===== src/rtl/prog_fetch_seq.sv =====
// Fetch sequencer for the picoMIPS program ROM: owns the PC and presents one registered instruction
// over a valid/ready handshake. Optional retired-instruction counter behind PROG_FETCH_RETCOUNT_EN.
module prog_fetch_seq #(
    parameter int Psize      = 4,
    parameter int Isize      = 17,
    parameter int RESET_ADDR = 0
) (
    input  logic             clk,
    input  logic             nReset,
    input  logic             start,
    input  logic             halt_req,
    output logic [Psize-1:0] address,
    input  logic [Isize-1:0] I_mem,
    output logic [Isize-1:0] instr,
    output logic [Psize-1:0] instr_pc,
    output logic             instr_valid,
    input  logic             instr_ready,
    input  logic             branch_en,
    input  logic             branch_rel,
    input  logic [Psize-1:0] branch_off,
    output logic             busy
`ifdef PROG_FETCH_RETCOUNT_EN
    ,
    output logic [15:0]      ret_count
`endif
);

    typedef enum logic [1:0] {
        ST_IDLE  = 2'd0,
        ST_RUN   = 2'd1,
        ST_DRAIN = 2'd2,
        ST_HALT  = 2'd3
    } state_t;

    localparam logic [Psize-1:0] L_RESET_PC = RESET_ADDR[Psize-1:0];
    localparam logic [Psize-1:0] L_PC_ONE   = {{(Psize-1){1'b0}}, 1'b1};

    state_t           r_state;
    logic [Psize-1:0] r_pc;
    logic [Psize-1:0] r_instr_pc;
    logic [Isize-1:0] r_instr;
    logic             r_instr_valid;
    logic             r_busy;

    logic             w_consume;
    logic             w_redirect;
    logic [Psize-1:0] w_target;

    assign w_consume  = r_instr_valid & instr_ready;
    assign w_redirect = w_consume & branch_en;
    // Relative targets are based on the address of the word being consumed, not the run-ahead pc.
    assign w_target   = branch_rel ? (r_instr_pc + branch_off) : branch_off;

    always_ff @(posedge clk or negedge nReset) begin
        if (!nReset) begin
            r_state       <= ST_IDLE;
            r_pc          <= L_RESET_PC;
            r_instr       <= '0;
            r_instr_pc    <= '0;
            r_instr_valid <= 1'b0;
            r_busy        <= 1'b0;
        end else begin
            case (r_state)
                ST_IDLE: begin
                    if (start) begin
                        r_state <= ST_RUN;
                        r_pc    <= L_RESET_PC;
                        r_busy  <= 1'b1;
                    end
                end
                ST_RUN: begin
                    if (w_redirect) begin
                        r_pc          <= w_target;
                        r_instr_valid <= 1'b0;
                    end else if (!r_instr_valid || w_consume) begin
                        r_instr       <= I_mem;
                        r_instr_pc    <= r_pc;
                        r_instr_valid <= 1'b1;
                        r_pc          <= r_pc + L_PC_ONE;
                    end
                    if (halt_req) begin
                        r_state <= ST_DRAIN;
                    end
                end
                ST_DRAIN: begin
                    if (w_redirect) begin
                        r_pc <= w_target;
                    end
                    if (!r_instr_valid || w_consume) begin
                        r_instr_valid <= 1'b0;
                        r_state       <= ST_HALT;
                        r_busy        <= 1'b0;
                    end
                end
                ST_HALT: begin
                    // Resume from the held pc: the drained word was already consumed.
                    if (start) begin
                        r_state <= ST_RUN;
                        r_busy  <= 1'b1;
                    end
                end
                default: begin
                    r_state       <= ST_IDLE;
                    r_instr_valid <= 1'b0;
                    r_busy        <= 1'b0;
                end
            endcase
        end
    end

`ifdef PROG_FETCH_RETCOUNT_EN
    logic [15:0] r_ret_count;

    always_ff @(posedge clk or negedge nReset) begin
        if (!nReset) begin
            r_ret_count <= '0;
        end else if ((r_state == ST_IDLE) && start) begin
            r_ret_count <= '0;
        end else if (w_consume && (r_ret_count != 16'hFFFF)) begin
            r_ret_count <= r_ret_count + 16'd1;
        end
    end

    assign ret_count = r_ret_count;
`endif

    assign address     = r_pc;
    assign instr       = r_instr;
    assign instr_pc    = r_instr_pc;
    assign instr_valid = r_instr_valid;
    assign busy        = r_busy;

endmodule


===== config.mk =====
export PLATFORM = sky130hd
export DESIGN_NAME = prog_fetch_seq
export DESIGN_NICKNAME = d
export VERILOG_FILES = /design/src/rtl/prog_fetch_seq.sv
export SDC_FILE = /design/constraint.sdc
export NUM_CORES = 1
export LEC_CHECK = 0
export CORE_MARGIN = 3
export CORE_UTILIZATION = 44
export DETAILED_ROUTE_END_ITERATION = 12
export PLACE_DENSITY = 0.88
export SETUP_SLACK_MARGIN = 0.4
export SYNTH_ARGS = -nofsm -noshare
export SYNTH_HDL_FRONTEND = slang
export SYNTH_SLANG_ARGS = --single-unit

===== constraint.sdc =====
create_clock -name clk -period 2.49 [get_ports clk]
set_clock_uncertainty 0.2 [all_clocks]
set_input_delay 0.498 -clock clk [delete_from_list [all_inputs] [get_ports clk]]
set_output_delay 0.498 -clock clk [all_outputs]
set_load 0.02 [all_outputs]

==> impl_metrics.yaml <==
run_status:
  status: "complete, no violations"
logic_synthesis:
  synth_top_area_share: 0.4866
  yosys.area.top_type: "dfrtp_1"
  ys_ff_latch: 29
  syn_inst: 122
  ys_seq_area_frac: 0.4866
  postSynthAreaPerCell_um2: 12.22
  synth_cell_types: 25
  synth_warnings: 0
  synthesis.nets: 160
  syn_area_um2: 1491
  synthTopCellsByArea: "dfrtp_1, mux2_2, ha_1"
setup_path:
  crit_type: "in -> reg"
  cp.arrival_ps: 2090
  slowest_delay_ps: 470
  cp_slowest_cell: "clkdlybuf4s50_1"
  cp-start-kind: "input pin"
  required_ps: 2500
  worst_setup_path_end_kind: "flip-flop"
  path_cells: "clkdlybuf4s50_1 -> fa_1 -> xnor2_1 -> a21oi_2 -> o211ai_1 -> a31oi_1"
  worst-path-max-fanout: 3
placement:
  place_congestion: 0.7830
  placed_area_um2: 2106
  dp_hpwl_mm: 2.526
  dpl.cell_count: 220
  io_buffers: 54
  pre_cts_ws_ps: 49.61
timing:
  finalSetupTns_ps: 0
  drv_slew: 0
  finalHoldViolCount: 0
  worst_pin_slew_ps: 372.0
  rsz0062_at_grt: "yes"
  fmax_mhz: 480.9
  timing.final.ws_setup_ps: 410.6
  timing.final.crit_period_ps: 2079
  max-slew-margin-rel: 0.7520
  post-route-period-util: 0.8351
  setup_viol: 0
  whs_ps: 309.4
cells_and_area:
  drive_gt1_frac: 0.2446
  num-fill-cells: 245
  nets: 221
  layout.cells.non_filler: 228
  antenna_cells: 0
  area_delta_synth_final_pct: 49.50
  final_area_um2: 2230
  fin_util: 0.7071
global_routing:
  grt_pass1_vias: 1265
  grt_max_degree: 30
  grt_pass1_wl_mm: 5.961
  grt_util_all_layers: 0.1914
  antenna_found_initial: 0
  overflow: 0
clock_tree:
  h-tree-depth: 2
  cts-buffers-inserted: 5
  clockBufferDepth: 2
  cts_tree: "yes"
  insertion_delay_ps: 330
  cts.sinks: 29
  clockRootBuffer: "clkbuf_4"
  clk_pin_slew_worst_paths_ps: 100
floorplan:
  die_h_um: 64.22
  die_w_um: 64.22
  coreArea_um2: 3153
  rows: 20
  io_pins: 55
  start_util: 0.4730
  dieArea_um2: 4124
routing:
  wl_met3_um: 361
  via_per_inst: 5.325
  dr.max_layer_used: "met4"
  wl_met2_mm: 1.828
  drtAntennaViolNets: 0
  vias: 1214
  post_drt_wl_per_cell_um: 15.84
  wl_mm: 3.611
  first_pass_iters: 4
  post-route-drc-count: 0
  dr.first_iter.drc_count: 53
  drt-met1-wl_mm: 1.312
power:
  total_power_mw: 2.896
  intPower_mw: 1.802
  p_per_area_nw_per_um2: 1299
  switching_share: 0.3776
  power.switching_mw: 1.094
  pwr-share-clk: 0.165
  seqPwrFrac: 0.294
  power.leakage_nw: 1.008
  power_frac_comb: 0.541
  ir_drop_v: 0.0009185
hold_path:
  holdCritPathClass: "reg -> reg"
job:
  cap_violations: 0
## placed cells by master, fill, tap and decap left out, types with 2 or more instances in the layout
cell,n
o21ai_0,4
nand3_1,4
inv_1,8
o22ai_1,2
clkdlybuf4s50_1,46
nor2_1,2
a21oi_2,3
ha_1,6
mux2_2,22
ha_2,3
nand2_1,9
mux2i_1,6
a21oi_1,2
bufinv_16,2
buf_4,2
a31oi_1,3
dlymetal6s2s_1,2
clkbuf_4,5
dlygate4sd2_1,6
dfrtp_1,29
xnor2_1,4
## area by class of cell
| cell class | instances | area [um^2] | area share |
|---|---|---|---|
| multi-input combinational | 82 | 743.2 | 0.3333 |
| sequential | 29 | 725.7 | 0.3255 |
| timing repair buffer | 57 | 573.1 | 0.2570 |
| clock inverter | 3 | 65.06 | 0.02918 |
| tap | 44 | 55.05 | 0.02469 |
| clock buffer | 5 | 37.54 | 0.01684 |
| inverter | 8 | 30.03 | 0.01347 |
## cell usage after synthesis
master,instances
a21boi_0,2
mux2i_1,6
nor3b_1,1
and3_2,1
nor2b_4,1
a21oi_1,5
a31oi_1,3
fa_1,1
buf_2,1
nand3_1,4
ha_1,9
o21ai_0,5
o211ai_1,1
buf_4,2
mux2_2,22
o22ai_1,2
dfrtp_1,29
and3b_1,1
inv_1,8
a21oi_4,1
nor2_1,2
a221o_1,1
nand2_1,9
xnor2_1,4
o221a_2,1
## registers in the layout, summed over array words and instances (netlist names)
register     flops
instr           17
address          4
instr_pc         4
r_state          2
busy             1
instr_valid      1
## critical path: cells and delay by family
| family | cells | cell delay [ps] |
|---|---|---|
| xor gates and xnor gates | 1 | 210 |
| buffers and inverters | 1 | 470 |
| AOI/OAI and AO/OA | 3 | 470 |
| adders and majority gates | 1 | 430 |
## routing by layer
layer  GRT usage  vias to the layer above
li1            -                      552
met1      0.1975                      581
met2      0.3265                       70
met3     0.08260                       11
met4      0.1003                        0
met5           0                        -
## kinds of logic (layout without fill, tap and decap cells)
kind of cell / after synthesis / count (layout) / synth area share
buf+inv: 11 / 73 / 0.03355
compound gates: 21 / 21 / 0.09479
mux: 28 / 28 / 0.2064
fa+ha+maj: 10 / 10 / 0.08893
simple gates: 19 / 19 / 0.06628
flops: 29 / 29 / 0.4866
xor+xnor: 4 / 4 / 0.02349
## worst paths after layout
path | cells after the start | slack (ps) | to | startpoint
hold reg to reg | 1 | 310 | instr[8] | instr[8]
setup reg to reg | 6 | 470 | address[2] | instr_pc[0]
setup / recovery | 6 | 410 | address[2] | branch_off[1]
min in group asynchronous | 2 | 350 | address[2] | nReset
hold / removal | 1 | 310 | instr[8] | instr[8]
max in group asynchronous | 2 | 1460 | instr[8] | nReset
## power groups by stage
stage                     logic, mW  registers (mW)  clock network (mW)
after detailed placement       1.54           0.861                   0
final                          1.57           0.851               0.479
after CTS                      1.55           0.852               0.488
after floorplan               0.679            1.09                   0
after global placement         1.50           0.845                   0
after global routing           1.68           0.887               0.517
## timing repair
item | in CTS | in global routing
endpoints found under the setup margin | 8 | 26
hold endpoints to repair | 0 | 0
hold buffers | 0 | 0
setup buffers | 0 | 0
resized for setup | 10 | 6
pin swaps | 3 | 0
Note: power is estimated with default switching activity, not from simulation.
